### src/rtl/cache_dma_pkg.sv
// -----------------------------------------------------------------------------
// cache_dma_pkg
// Shared types for the cache DMA engine:
//   state_t  - engine FSM states
//   kind_t   - transaction kind latched at arbitration (line writeback or refill)
//   ptr_bits - width helper that never returns 0 for a 1-entry index
// -----------------------------------------------------------------------------
package cache_dma_pkg;

    typedef enum logic [2:0] {
        IDLE,
        WR_BEAT,
        RD_REQ,
        RD_WAIT,
        DONE
    } state_t;

    typedef enum logic {
        KIND_EVICT,
        KIND_FILL
    } kind_t;

    function automatic int ptr_bits(input int n);
        return (n > 1) ? $clog2(n) : 1;
    endfunction

endpackage

### src/rtl/cache_dma_rr_arb.sv
// -----------------------------------------------------------------------------
// cache_dma_rr_arb
// Round-robin priority picker: the first requester at or after ptr (wrapping)
// wins.
// Ports:
//   req   in  NUM_CH    request vector
//   ptr   in  PTR_BITS  index of the highest-priority requester this cycle
//   gnt   out NUM_CH    one-hot grant (all zero when nothing requests)
//   valid out 1         some requester was granted
// -----------------------------------------------------------------------------
module cache_dma_rr_arb
    import cache_dma_pkg::*;
#(
    parameter int NUM_CH   = 2,
    parameter int PTR_BITS = ptr_bits(NUM_CH)
) (
    input  logic [NUM_CH-1:0]   req,
    input  logic [PTR_BITS-1:0] ptr,
    output logic [NUM_CH-1:0]   gnt,
    output logic                valid
);

    always_comb begin
        int idx;
        // NOTE: every variable gets a default before any branch, so no path
        // leaves a value unassigned and no latch is inferred.
        gnt   = '0;
        valid = 1'b0;
        idx   = 0;
        for (int i = 0; i < NUM_CH; i++) begin
            idx = int'(ptr) + i;
            if (idx >= NUM_CH) begin
                idx = idx - NUM_CH;
            end
            if (!valid && req[idx]) begin
                gnt[idx] = 1'b1;
                valid    = 1'b1;
            end
        end
    end

endmodule

### src/rtl/cache_dma_engine.sv
// -----------------------------------------------------------------------------
// cache_dma_engine
// Multi-channel line DMA between L1 caches and a word-wide memory port. Each
// channel may request a line refill (req_i) and a line writeback (evict_i);
// channels are served round-robin, and within a channel the writeback goes
// first so a dirty line reaches memory before its replacement is fetched.
// Lines are moved as BLOCK_BITS/WORD_BITS beats on a grant/rvalid bus.
//
// Ports:
//   clk_i, rst_i          clock, asynchronous active-high reset
//   req_i, req_addr_i     per-channel refill request (level) and byte address
//   evict_i, evict_addr_i per-channel writeback request (level), line address
//   evict_data_i          per-channel writeback line
//   fill_valid_o          one-cycle pulse per channel: refilled line ready
//   fill_data_o           refilled line (held until the next refill)
//   fill_addr_o           line-aligned address of the refilled line
//   evict_done_o          one-cycle pulse per channel: writeback complete
//   mem_req_o, mem_we_o   beat request, write enable
//   mem_addr_o            beat byte address
//   mem_wdata_o           write beat data
//   mem_gnt_i             memory accepts the current beat
//   mem_rvalid_i          read data valid (only honoured while waiting)
//   mem_rdata_i           read data
//
// Build option CACHE_DMA_CRITICAL_WORD_FIRST_EN: refills start at the beat
// holding req_addr_i and wrap within the line; each word still lands at its
// true position in fill_data_o. Without it refills start at beat 0.
// -----------------------------------------------------------------------------
module cache_dma_engine
    import cache_dma_pkg::*;
#(
    parameter int NUM_CH     = 2,
    parameter int BLOCK_BITS = 512,
    parameter int WORD_BITS  = 32,
    parameter int ADDR_BITS  = 32
) (
    input  logic                         clk_i,
    input  logic                         rst_i,
    input  logic [NUM_CH-1:0]            req_i,
    input  logic [NUM_CH*ADDR_BITS-1:0]  req_addr_i,
    input  logic [NUM_CH-1:0]            evict_i,
    input  logic [NUM_CH*ADDR_BITS-1:0]  evict_addr_i,
    input  logic [NUM_CH*BLOCK_BITS-1:0] evict_data_i,
    output logic [NUM_CH-1:0]            fill_valid_o,
    output logic [BLOCK_BITS-1:0]        fill_data_o,
    output logic [ADDR_BITS-1:0]         fill_addr_o,
    output logic [NUM_CH-1:0]            evict_done_o,
    output logic                         mem_req_o,
    output logic                         mem_we_o,
    output logic [ADDR_BITS-1:0]         mem_addr_o,
    output logic [WORD_BITS-1:0]         mem_wdata_o,
    input  logic                         mem_gnt_i,
    input  logic                         mem_rvalid_i,
    input  logic [WORD_BITS-1:0]         mem_rdata_i
);

    localparam int BEATS      = BLOCK_BITS / WORD_BITS;
    localparam int BEAT_BYTES = WORD_BITS / 8;
    localparam int LINE_BYTES = BLOCK_BITS / 8;
    localparam int BEAT_BITS  = ptr_bits(BEATS);
    localparam int CH_BITS    = ptr_bits(NUM_CH);

    localparam logic [ADDR_BITS-1:0] LINE_MASK = ~(ADDR_BITS'(LINE_BYTES) - 1'b1);
    localparam logic [BEAT_BITS-1:0] LAST_IDX  = BEAT_BITS'(BEATS - 1);

    state_t                state, state_next;
    kind_t                 kind;
    logic [CH_BITS-1:0]    ch, rr_ptr, sel;
    logic [ADDR_BITS-1:0]  base, beat_off, sel_req_addr, sel_evict_addr;
    logic [BEAT_BITS-1:0]  beat, last_beat, beat_inc, fill_start, fill_last;
    logic [BLOCK_BITS-1:0] line;
    logic [NUM_CH-1:0]     any_req, gnt, ch_onehot;
    logic                  arb_valid, beat_last;

    assign any_req = req_i | evict_i;

    cache_dma_rr_arb #(
        .NUM_CH   (NUM_CH),
        .PTR_BITS (CH_BITS)
    ) u_arb (
        .req   (any_req),
        .ptr   (rr_ptr),
        .gnt   (gnt),
        .valid (arb_valid)
    );

    always_comb begin
        sel = '0;
        for (int i = 0; i < NUM_CH; i++) begin
            if (gnt[i]) begin
                sel = CH_BITS'(i);
            end
        end
    end

    assign sel_req_addr   = req_addr_i[int'(sel)*ADDR_BITS +: ADDR_BITS];
    assign sel_evict_addr = evict_addr_i[int'(sel)*ADDR_BITS +: ADDR_BITS];

`ifdef CACHE_DMA_CRITICAL_WORD_FIRST_EN
    // Word index of the requested address inside its line; the transfer ends
    // on the word just before it, wrapping through the line base.
    assign fill_start = BEAT_BITS'((sel_req_addr & ~LINE_MASK) / ADDR_BITS'(BEAT_BYTES));
    assign fill_last  = (fill_start == '0) ? LAST_IDX : fill_start - 1'b1;
`else
    assign fill_start = '0;
    assign fill_last  = LAST_IDX;
`endif

    // Explicit wrap keeps the counter correct even when BEATS is not a power of two.
    assign beat_inc  = (beat == LAST_IDX) ? '0 : beat + 1'b1;
    assign beat_last = (beat == last_beat);
    assign beat_off  = ADDR_BITS'(beat) * ADDR_BITS'(BEAT_BYTES);
    assign ch_onehot = NUM_CH'(1) << ch;

    always_ff @(posedge clk_i or posedge rst_i) begin
        // NOTE: sequential state uses non-blocking assignments so every
        // register samples pre-edge values regardless of statement order.
        if (rst_i) begin
            state <= IDLE;
        end else begin
            state <= state_next;
        end
    end

    always_comb begin
        state_next   = state;
        mem_req_o    = 1'b0;
        mem_we_o     = 1'b0;
        mem_addr_o   = '0;
        mem_wdata_o  = '0;
        fill_valid_o = '0;
        evict_done_o = '0;
        case (state)
            IDLE: begin
                if (arb_valid) begin
                    state_next = evict_i[sel] ? WR_BEAT : RD_REQ;
                end
            end
            WR_BEAT: begin
                mem_req_o   = 1'b1;
                mem_we_o    = 1'b1;
                mem_addr_o  = base + beat_off;
                mem_wdata_o = line[int'(beat)*WORD_BITS +: WORD_BITS];
                if (mem_gnt_i && beat_last) begin
                    state_next = DONE;
                end
            end
            RD_REQ: begin
                mem_req_o  = 1'b1;
                mem_addr_o = base + beat_off;
                if (mem_gnt_i) begin
                    state_next = RD_WAIT;
                end
            end
            RD_WAIT: begin
                if (mem_rvalid_i) begin
                    state_next = beat_last ? DONE : RD_REQ;
                end
            end
            DONE: begin
                if (kind == KIND_EVICT) begin
                    evict_done_o = ch_onehot;
                end else begin
                    fill_valid_o = ch_onehot;
                end
                state_next = IDLE;
            end
            default: state_next = IDLE;
        endcase
    end

    always_ff @(posedge clk_i or posedge rst_i) begin
        if (rst_i) begin
            kind        <= KIND_FILL;
            ch          <= '0;
            rr_ptr      <= '0;
            base        <= '0;
            beat        <= '0;
            last_beat   <= '0;
            fill_data_o <= '0;
        end else begin
            case (state)
                IDLE: begin
                    if (arb_valid) begin
                        ch <= sel;
                        if (evict_i[sel]) begin
                            kind      <= KIND_EVICT;
                            base      <= sel_evict_addr & LINE_MASK;
                            beat      <= '0;
                            last_beat <= LAST_IDX;
                        end else begin
                            kind      <= KIND_FILL;
                            base      <= sel_req_addr & LINE_MASK;
                            beat      <= fill_start;
                            last_beat <= fill_last;
                        end
                    end
                end
                WR_BEAT: begin
                    if (mem_gnt_i) begin
                        beat <= beat_inc;
                    end
                end
                RD_WAIT: begin
                    if (mem_rvalid_i) begin
                        fill_data_o[int'(beat)*WORD_BITS +: WORD_BITS] <= mem_rdata_i;
                        beat <= beat_inc;
                    end
                end
                DONE: begin
                    rr_ptr <= (ch == CH_BITS'(NUM_CH - 1)) ? '0 : ch + 1'b1;
                end
                default: ;
            endcase
        end
    end

    // NOTE: the writeback line buffer has no reset; it is always loaded before
    // it is read, so clearing it would only add reset fan-out.
    always_ff @(posedge clk_i) begin
        if (state == IDLE && arb_valid && evict_i[sel]) begin
            line <= evict_data_i[int'(sel)*BLOCK_BITS +: BLOCK_BITS];
        end
    end

    assign fill_addr_o = base;

endmodule

### config.mk
export PLATFORM = sky130hd
export DESIGN_NAME = cache_dma_engine
export DESIGN_NICKNAME = d
export VERILOG_FILES = /design/src/rtl/cache_dma_pkg.sv /design/src/rtl/cache_dma_rr_arb.sv /design/src/rtl/cache_dma_engine.sv
export SDC_FILE = /design/constraint.sdc
export NUM_CORES = 2
export LEC_CHECK = 0
export BUFFER_PORTS_ARGS = -buffer_cell sky130_fd_sc_hd__buf_2
export CAP_MARGIN = 20
export CORE_AREA = 2 2 710 712
export DETAILED_ROUTE_END_ITERATION = 8
export DIE_AREA = 0 0 712 714
export HOLD_SLACK_MARGIN = 0.15
export PLACE_DENSITY_LB_ADDON = 0.08
export SLEW_MARGIN = 20
export SYNTH_ARGS = -nofsm -noshare
export SYNTH_HDL_FRONTEND = slang
export SYNTH_SLANG_ARGS = --single-unit
### constraint.sdc
create_clock -name clk_i -period 20 [get_ports clk_i]
set_input_delay 3 -clock clk_i [delete_from_list [all_inputs] [get_ports clk_i]]
set_output_delay 3 -clock clk_i [all_outputs]
set_load 0.02 [all_outputs]
==> metrics <==
setup repair bufs after CTS=0; Core Rows=260; most common cell after layout, fill and taps aside=buf_2; Setup TNS=0 ns; Overflow after GRT=0; Tot GR Track Use=14.2%; Skew-Pair Late Insertion Delay=0.89 ns; DR WL/cell=30.0 um; CTS Buf Count=165; synthesized area=48,300 sq um; worst reg2reg startpoint=state[1]; HPWL after DPL=299,000 um; number of max-cap violations=0; Inst Count DP=12,043; nets=6,725; Layout fillers=56,820; share of layout cells above drive strength 1=50.5%; Avg Cell Area, Syn=12.8 sq um; via-per-instance ratio=3.13; Async SR Flop Fraction=51.7%; ys flop type=dfrtp_1; EDFF count, synth=512; Ports=1,806; commonest cells after routing, fill and taps aside=buf_2, nand2_1, mux2_2, dfrtp_1, edfxtp_1; die height=714 um; Syn Inst Count=3,784; clock buffer depth=4; crit path max fanout=63; quantity of I/O buffers inserted on ports=1,773; Tot Pwr=0.00898 W; largest area contributor in the netlist=edfxtp_1; Max rail drop VDD=0.0736 mV; first-pass GRT wire length=468,000 um; Crit. End Element=output port; Highest Clock Rate=0.123 GHz; Yosys warning total=0; Crit Path Category=reg -> out; initial drt markers=1,938; final setup fails=0; Synth-to-Final Area Change=46.6%; Post-CTS Hold Fix Bufs=0; clock slew at the register clock pins of the worst setup and hold paths=0.06 ns; final cell count without fillers=12,435; fin util=14.1%; RSZ-0062 raised after global routing=false; register area share after synthesis=60.3%; WP data arrival=5.15 ns; CTS H-tree depth=4; first-pass iteration count of the detailed router=5; Power Dens Cells=127 nW/um^2; GP Congestion=0.958; Initial Util=9.64%; drt drc=0; Cell variety after synth=56; post-route ant nets=0; Pleak=28.9 nW; Hold Violations, Final=0; r2r setup slk=15.02 ns; Hold EP=fill_data_o[328]; cells on worst reg2reg path=6; Worst EP required=17.00 ns; fin crit share=40.8%; Hold Path Class=reg -> reg; Post-DP Area=65,200 sq um; core area=500,000 sq um; total number of vias=38,938; Setup Skew=0.0722 ns; hold depth=2; Period minus WS final=8.15 ns; worst slew slack as a fraction of its limit=25.5%; Yosys top cell area share=31.9%; post-cts resize count=0; final instance area=70,700 sq um; run status=finished, final reports clean; total die area=508,000 sq um; Slew @ Worst Pin=1.12 ns; vias in the first global route=41,261; R2R Path End=line[472]; largest net degree at the start of global routing=111; CTS tree=done; initial antenna violation count=322; total wire length=373,000 um; worst hold start=fill_data_o[328]; Die W=712 um; Slew Limit Fails=0; CP startpoint kind=flip-flop; Root Buffer=clkbuf_16; top post-synthesis cells by area=edfxtp_1, dfrtp_1, mux2_2, nand2_1, mux4_2; clock tree sinks=1,061; Seq cells post-synth=1,061
[metal layers]
layer	vias to the layer above	global-route usage (%)	share of wire (%)
met5	-	0	0.35
met4	194	3.65	3.2
met3	725	5.12	8.3
met2	1621	27.2	54
met1	19083	14.3	35
li1	17315	-	-
[registers in the layout (all words and copies together), names as in the netlist]
signal,flops
rr_ptr,1
kind,1
ch,1
last_beat,1
fill_addr_o,26
fill_data_o,512
state,3
line,512
beat,4
[critical path, stage by stage (launching register included)]
cell	delay, ns
dfrtp_4	0.78
buf_12	0.49
buf_4	0.70
mux4_2	0.66
mux2i_1	0.65
o22ai_1	0.47
buf_2	0.29
[area by class of cell]
cell class | instances | area [sq um] | share of cell area (%)
clock inverter | 64 | 787 | 1.11
tap | 6681 | 8360 | 11.8
antenna | 103 | 258 | 0.364
sequential | 1061 | 29100 | 41.2
timing repair buffer | 1874 | 9690 | 13.7
multi-input combinational | 2389 | 17800 | 25.2
clock buffer | 224 | 4510 | 6.38
inverter | 39 | 154 | 0.218
[cells by family after synthesis]
logic type	Yosys count	share of synthesized area [%]
other	1	0.00777
XOR/XNOR	2	0.0519
multiplexers	771	20.6
buffers and inverters	341	3.23
AND/OR/NAND/NOR	1074	9.20
adder cells (fa/ha/maj)	3	0.0778
AO/OA/AOI/OAI	531	6.46
flip-flops	1061	60.3
[report_power, final]
| part | internal (W) | switching [W] | leakage, nW |
|---|---|---|---|
| registers | 0.00259 | 0.000144 | 12.0 |
| clock network | 0.00175 | 0.00121 | 2.57 |
| logic | 0.00107 | 0.00221 | 14.3 |
[synth_stat cells (all sizes together), types with 3 or more instances]
master and count:
or2 3, dfrtp 548, a21o 3, nand3 104, and2 32, nand2 809
buf 144, mux4 121, clkbuf 158, nand2b 12, nor2b 4, a22oi 7
edfxtp 512, a211oi 42, inv 39, a221o 7, o21ai 330, ha 3
a22o 8, nand3b 3, o31ai 62, a21oi 8, a221oi 6, nor3 14
and3 8, nor2 75, mux2 578, mux2i 72, o22ai 51
[stage by stage]
| stage | worst slack (ns) | hold slack (ns) |
|---|---|---|
| final | 11.85 | 0.457 |
| after global routing | 11.48 | 0.487 |
| after CTS | 11.26 | 0.465 |
| after detailed placement | 12.30 | 0.453 |
| after global placement | 12.30 | 0.456 |
| after floorplan | 1.65 | 0.458 |
[worst max path at each step]
| stage | startpoint | endpoint | slack [ns] | depth (start not counted) |
|---|---|---|---|---|
| after detailed placement | evict_i[1] | line[294] | 12.30 | 9 |
| after global routing | beat[0] | mem_wdata_o[9] | 11.48 | 6 |
| after global placement | beat[0] | mem_wdata_o[9] | 12.30 | 6 |
| after floorplan | rst_i | beat[0] | 1.65 | 1 |
| after CTS | beat[0] | mem_wdata_o[9] | 11.26 | 6 |
| final | beat[0] | mem_wdata_o[9] | 11.85 | 6 |
Note: power is estimated with default switching activity, not from simulation.
